--- src/rtl/shot_controller.sv ---
// shot_controller
//   Initiator side of one matrix-memory input port. Turns a player shot (x,y)
//   into a single read-modify-write of the board memory, then classifies the
//   old cell value as miss / hit / repeat, or reports invalid / timeout.
//   It also counts accepted legal shots and latches game-over once the last
//   submarine cell has been destroyed.
//
//   Cell encoding: bit0 = submarine present, bit1 = already shot.
//   A shot always writes 2'b10.
//
// Ports
//   clk, rstn            clock (rising edge), asynchronous active-low reset
//   shot_valid/ready     shot handshake; ready only while idle
//   shot_x, shot_y       shot coordinates
//   mem_x, mem_y         memory cell address (held between requests)
//   mem_wr_en            memory write enable
//   mem_data_in          memory write data (held between requests)
//   mem_data_in_valid    memory request strobe
//   mem_data_out         old cell value returned by memory
//   mem_data_out_valid   memory response strobe
//   mem_empty            memory reports no submarine bits left
//   res_valid            one-cycle result strobe
//   res_code             00 miss, 01 hit, 10 repeat, 11 invalid/timeout
//   shot_count           accepted legal shots, saturating
//   game_over            sticky until reset
module shot_controller #(
    parameter int WIDTH   = 6,
    parameter int TIMEOUT = 8,
    parameter int CNT_W   = 8
) (
    input  logic             clk,
    input  logic             rstn,
    input  logic             shot_valid,
    output logic             shot_ready,
    input  logic [2:0]       shot_x,
    input  logic [2:0]       shot_y,
    output logic [2:0]       mem_x,
    output logic [2:0]       mem_y,
    output logic             mem_wr_en,
    output logic [1:0]       mem_data_in,
    output logic             mem_data_in_valid,
    input  logic [1:0]       mem_data_out,
    input  logic             mem_data_out_valid,
    input  logic             mem_empty,
    output logic             res_valid,
    output logic [1:0]       res_code,
    output logic [CNT_W-1:0] shot_count,
    output logic             game_over
);

    localparam int TMR_W = $clog2(TIMEOUT + 1);

    localparam logic [1:0] CODE_MISS    = 2'b00;
    localparam logic [1:0] CODE_HIT     = 2'b01;
    localparam logic [1:0] CODE_REPEAT  = 2'b10;
    localparam logic [1:0] CODE_INVALID = 2'b11;

    typedef enum logic [2:0] {
        S_IDLE,
        S_ISSUE,
        S_WAIT,
        S_REPORT,
        S_OVER
    } state_t;

    state_t             state_q,       state_d;
    logic [2:0]         mem_x_q,       mem_x_d;
    logic [2:0]         mem_y_q,       mem_y_d;
    logic [1:0]         mem_data_in_q, mem_data_in_d;
    logic [TMR_W-1:0]   timer_q,       timer_d;
    logic [1:0]         code_q,        code_d;
    logic [CNT_W-1:0]   count_q,       count_d;
    logic               game_over_q,   game_over_d;
    logic               shot_legal;

    assign shot_legal = ({29'b0, shot_x} < 32'(WIDTH)) &&
                        ({29'b0, shot_y} < 32'(WIDTH));

    always_ff @(posedge clk or negedge rstn) begin
        if (!rstn) begin
            state_q       <= S_IDLE;
            mem_x_q       <= '0;
            mem_y_q       <= '0;
            mem_data_in_q <= '0;
            timer_q       <= '0;
            code_q        <= '0;
            count_q       <= '0;
            game_over_q   <= 1'b0;
        end else begin
            state_q       <= state_d;
            mem_x_q       <= mem_x_d;
            mem_y_q       <= mem_y_d;
            mem_data_in_q <= mem_data_in_d;
            timer_q       <= timer_d;
            code_q        <= code_d;
            count_q       <= count_d;
            game_over_q   <= game_over_d;
        end
    end

    always_comb begin
        state_d       = state_q;
        mem_x_d       = mem_x_q;
        mem_y_d       = mem_y_q;
        mem_data_in_d = mem_data_in_q;
        timer_d       = timer_q;
        code_d        = code_q;
        count_d       = count_q;
        game_over_d   = game_over_q;

        case (state_q)
            S_IDLE: begin
                if (shot_valid) begin
                    if (!shot_legal) begin
                        code_d  = CODE_INVALID;
                        state_d = S_REPORT;
                    end else begin
                        // Address registers only move for legal shots, so
                        // they keep the last real request otherwise.
                        mem_x_d       = shot_x;
                        mem_y_d       = shot_y;
                        mem_data_in_d = 2'b10;
                        state_d       = S_ISSUE;
                    end
                end
            end
            S_ISSUE: begin
                timer_d = '0;
                if (count_q != {CNT_W{1'b1}}) begin
                    count_d = count_q + CNT_W'(1);
                end
                state_d = S_WAIT;
            end
            S_WAIT: begin
                if (mem_data_out_valid) begin
                    if (mem_data_out[1]) begin
                        code_d = CODE_REPEAT;
                    end else if (mem_data_out[0]) begin
                        code_d = CODE_HIT;
                    end else begin
                        code_d = CODE_MISS;
                    end
                    state_d = S_REPORT;
                end else if (timer_q == TMR_W'(TIMEOUT - 1)) begin
                    // This is the TIMEOUT-th cycle spent waiting.
                    code_d  = CODE_INVALID;
                    state_d = S_REPORT;
                end else begin
                    timer_d = timer_q + TMR_W'(1);
                end
            end
            S_REPORT: begin
                // mem_empty is looked at here rather than in WAIT so the
                // shot's own write is already reflected in it.
                if (code_q == CODE_HIT && mem_empty) begin
                    game_over_d = 1'b1;
                    state_d     = S_OVER;
                end else begin
                    state_d = S_IDLE;
                end
            end
            S_OVER: begin
                state_d = S_OVER;
            end
            default: begin
                state_d = S_IDLE;
            end
        endcase
    end

    // Gating with rstn keeps ready low while reset is held even though the
    // state register already sits in IDLE.
    assign shot_ready        = (state_q == S_IDLE) && rstn;
    assign mem_data_in_valid = (state_q == S_ISSUE);
    assign mem_wr_en         = (state_q == S_ISSUE);
    assign mem_x             = mem_x_q;
    assign mem_y             = mem_y_q;
    assign mem_data_in       = mem_data_in_q;
    assign res_valid         = (state_q == S_REPORT);
    assign res_code          = code_q;
    assign shot_count        = count_q;
    assign game_over         = game_over_q;

endmodule

--- config.mk ---
export PLATFORM = sky130hd
export DESIGN_NAME = shot_controller
export DESIGN_NICKNAME = d
export VERILOG_FILES = /design/src/rtl/shot_controller.sv
export SDC_FILE = /design/constraint.sdc
export NUM_CORES = 1
export LEC_CHECK = 0
export ABC_AREA = 1
export BUFFER_PORTS_ARGS = -buffer_cell sky130_fd_sc_hd__buf_2
export CORE_AREA = 5 5 58 81
export CTS_CLUSTER_DIAMETER = 40
export DETAILED_ROUTE_END_ITERATION = 8
export DIE_AREA = 0 0 63 86
export PLACE_DENSITY = 0.52
export SLEW_MARGIN = 20
export SYNTH_ARGS = -nofsm -noshare
export SYNTH_HDL_FRONTEND = slang
export SYNTH_SLANG_ARGS = --single-unit
export TNS_END_PERCENT = 50
--- constraint.sdc ---
create_clock -name clk -period 3.2 [get_ports clk]
set_input_delay 0 -clock clk [delete_from_list [all_inputs] [get_ports clk]]
set_output_delay 0 -clock clk [all_outputs]
set_load 0.1 [all_outputs]
* After elaboration in Yosys (flattened, before gate mapping)
Cells that the tools add are included.
W data, S select, Z words.
** Operators by class
- Add/subtract/negate cells :: 2
- $mul :: 0
- Div/mod/pow operators :: 0
- $lt $le $gt $ge :: 2
- Equal/unequal tests :: 12
- Shift operators :: 0
- Multiplexer cells :: 16
- Bitwise gates (word level) :: 0
- Reductions and logical operators :: 12
** Operators by type and width (number)
- $pmux W3 S5 :: 1
- $mux W2 :: 6
- $mux W3 :: 4
- $add A8 B1 Y8 const B :: 1
- $mux W4 :: 2
- $ne A2 B2 Y1 const B :: 4
- $ne A8 B8 Y1 const B :: 1
- $pmux W4 S2 :: 1
- $eq A3 B2 Y1 const B :: 2
- $lt A3 B3 Y1 const B :: 2
- $reduce_and A2 Y1 :: 3
- $reduce_and A3 Y1 :: 2
- $add A4 B1 Y4 const B :: 1
- $eq A4 B3 Y1 const B :: 1
- $pmux W2 S2 :: 1
- $reduce_and A4 Y1 :: 1
- $reduce_bool A2 Y1 :: 2
- $eq A3 B1 Y1 const B :: 1
- $eq A3 B3 Y1 const B :: 1
- $logic_and A1 B1 Y1 :: 3
- $logic_not A3 Y1 :: 1
- $ne A3 B3 Y1 const B :: 1
- $eq A2 B1 Y1 const B :: 1
- $mux W1 :: 1
** Storage, ports and cells
- Bits in registers :: 25
- Bits in latches :: 0
- Memory bits (writable) :: 0
- Memory bits (read-only) :: 0
- Input port bits :: 13
- Output and inout port bits :: 23
- Memories :: 0

* Depth between registers and ports, before layout
- Depth after elaboration :: 5
- Depth in mapped cells :: 7

* Worst setup path after synthesis
No wires, ideal clock.
- Path kind :: flip-flop to flip-flop
- From :: register state_q[1]
- To :: register state_q[2]
- Library setup time :: 0.083 ns
- Arrival :: 2.166 ns
- Data required time :: 3.117 ns
- Setup slack :: 0.952 ns
- Cell stages (with the launch flop) :: 5
- Buffers on the path :: 0
- Clock period less this slack :: 2.248 ns
- Cells stage by stage :: dfrtp_1 nand2_1 nor2_1 nand4_1 o21ai_0
** Between the ends
- Elaborated cells between the ends (all ways) :: 9
** RTL lines
- start, declared :: line 66 : state_t state_q, state_d;
- start signal, assigned :: line 90 : state_q <= state_d;
- $eq A3 B2 Y1
- named net res_valid :: line 45 : output logic res_valid,
- $pmux W3 S5 :: line 111 : case (state_q)
The timed path passes the listed nets, and every way through them passes these cells.
A chain may end at the register's enable or synchronous reset.

* Worst setup path after layout
- From :: register state_q[2]
- To :: output port mem_data_in_valid
** Between the ends
- Word-level cells in the longest chain between the ends :: 1
** Ends and longest elaborated chain
- $eq A3 B1 Y1 :: line 174 : assign mem_data_in_valid = (state_q == S_ISSUE);
- end, declared :: line 41 : output logic mem_data_in_valid,
Every way passes these cells.

==> key figures <==
Run status
  – Status: complete, no violations

Yosys
  – Post-synth EDFFs: 0
  – Syn avg cell area: around 8.2 um2
  – Synth top cells by count: nand2_1 (61), dfrtp_1 (25), inv_1 (17), nand3_1 (10), nand4_1 (7)
  – Asr flop ratio synth: 100%
  – Post-synth top area cell: dfrtp_1
  – Cells after synthesis: around 160
  – Syn Nets: ~170
  – Top cells by area, synth: dfrtp_1 (48%), nand2_1 (18%), inv_1 (4.9%)
  – Main synth FF type: dfrtp_1
  – Post-synthesis register bit count: 25
  – Seq/Total Area, Yosys: 48.1%
  – Post-synthesis cell area: ~0.0013 mm2
  – Ys Warns: 0
  – Post-synthesis cell type count: 25
  – Most instantiated library cell after synthesis: nand2_1
  – Post-synth top area share: between 40% and 50%

Setup path
  – Crit path cell chain: nor3_4 -> buf_2
  – CP peak stage delay: between 0.5 and 0.6 ns
  – Crit path max fanout: 8
  – Top Family by Delay on Critical Path: flip-flops
  – WS Path Type: reg2out
  – Crit-path slowest cell: dfrtp_1
  – Crit path launch type: flop
  – Register-to-register setup slack: between 1.5 and 2 ns
  – Worst endpoint required time: 3.20 ns
  – Critical path endpoint category: primary output
  – Worst path arrival time: between 1.5 and 2 ns
  – WP buf/inv: 1

Clocking
  – CTS max path bufs: 2
  – Clk sinks: 25
  – # Post-CTS Setup Buffers: 0
  – Post-CTS sizing: 0
  – Htree depth: 1
  – Clock root cell: clkbuf_8
  – Clock Latency Late Sink: ~0.27 ns
  – Clk pin slew, worst setup/hold paths: about 0.090 ns
  – CTS tree: built
  – Total CTS buffers: 3

Detailed routing
  – ANT nets after route: 0
  – Initial DRC Count: 80
  – DR pass1 iterations: 4
  – Drc violations: 0
  – Drt wl/cell: roughly 12 um
  – Post-Route WL: 3060 um
  – Vias: about 1200
  – Vias per cell: about 4.8

Hold path
  – Hold Path Class: in2reg

STA
  – Setup Viol. Count Final: 0
  – Final hold slack: 0.0233 ns
  – Worst slew margin: between 60% and 70%
  – Setup TNS Final: 0 ns
  – Max frequency: just under 600 MHz
  – Slew @ Worst Pin: about 0.6 ns
  – Clock Skews: around 0.0047 ns
  – Final Max Slew Viols: 0
  – Fin crit share: a little over half
  – Unrepaired setup endpoints after global routing: no
  – Hold Fails Final Rpt: 0
  – Crit path time final: roughly 1.7 ns

Global route
  – Gr usage total: 12.2%
  – Initial antenna violation count: 0
  – First-pass GRT wire length: 5480 um
  – Overflow after GRT: 0
  – Vias in the first global route: between 1000 and 1500
  – Pin count of the biggest net entering global routing: 27

Cells and area
  – Core Util, Final: between 40% and 50%
  – Antenna diodes: 0
  – Layout cell share with drive strength beyond 1: about a quarter
  – P&R area growth vs syn: 25.0%
  – Post-route cell area: around 0.0016 mm2
  – Final Net Count: approximately 220

Flow run
  – Max cap viols: 0

Floorplanning
  – Die width: ~63 um
  – Die Y: ~86 um
  – I/O pin total: 36
  – Core area: 0.00388 mm2
  – Die ar.: approximately 0.0054 mm2
  – Initial Utilization: 33.5%
  – FP Rows: 27

Power
  – Worst vdd ir: 0.000176 V
  – Overall Power: ~540 uW
  – LEAKAGE: 0.922 nW
  – Power per cell area: 330 mW/mm2

Placed design
  – Routability cong.: 0.753
  – Dpl hpwl: 2350 um
  – # port buffers: 34
  – Dpl cell area: between 0.0015 and 0.002 mm2
==> flip-flops by register name, indices dropped and copies added, names as in the netlist <==
name and flops:
timer_q 4, mem_x 3, game_over 1, state_q 3, res_code 2, mem_data_in 1, shot_count 8, mem_y 3
==> final cells by class <==
| type | count | area (um2) |
|---|---|---|
| clock buffer | 3 | 41.3 |
| tap | 43 | 53.8 |
| sequential | 25 | 626 |
| fill | 406 | 2260 |
| clock inverter | 1 | 5.00 |
| multi-input combinational | 112 | 583 |
| inverter | 20 | 76.3 |
| timing repair buffer | 41 | 240 |
==> where the power goes <==
part | switching, mW | internal [mW]
registers | 0 | 0.316
logic | 0.0192 | 0.0122
clock network | 0.102 | 0.0870
==> placed cells by master (no fill, tap or decap), drive strengths merged <==
cell         count
a21oi            2
and3             2
buf             34
clkbuf           3
clkinv           2
conb             1
dfrtp           25
dlygate4sd3      7
ha               2
inv             19
nand2           62
nand3           13
nand3b           1
nand4            8
nor2             8
nor3             3
o21ai            4
or2              1
xnor2            3
xor2             2
==> cell families after synthesis <==
| family | share of synthesized area, % |
|---|---|
| and+or+nand+nor | 37.0 |
| DFF | 48.1 |
| buffers and inverters | 7.03 |
| AOI/OAI and AO/OA | 2.31 |
| xor gates and xnor gates | 3.37 |
| adders and majority gates | 1.92 |
| other | 0.288 |
==> path summary, 6_finish.rpt <==
path | start | end | depth (start not counted)
max | state_q[2] | mem_data_in_valid | 2
min | mem_empty | game_over | 3
max reg2reg | state_q[1] | mem_y[2] | 6
min reg2reg | game_over | game_over | 2
max in group asynchronous | rstn | shot_count[5] | 2
min in group asynchronous | rstn | mem_x[0] | 2
==> tightest hold or removal path: stages <==
cell and delay (ns):
buf_2 0.10, nand4_1 0.11, nand2_1 0.06
==> metrics by stage <==
stage / setup WS (ns) / cells
global route: 1.36 / 245
finish: 1.47 / 245
floorplan: 0.952 / 159
global placement: 1.82 / 234
CTS: 1.45 / 245
detailed placement: 1.76 / 234
==> metal layers <==
layer	GRT usage, %	wire, um	up-vias
met5	0	0	-
met4	3.47	23	0
met3	2.75	127	4
met2	23.3	1690	25
met1	13.1	1220	559
li1	-	-	585
==> what timing repair did <==
item | CTS | global route
hold endpoints to repair | 31 | 0
hold buffers | 7 | 0
setup endpoints to repair | 0 | 0
Power figures use the tool's default switching activity.
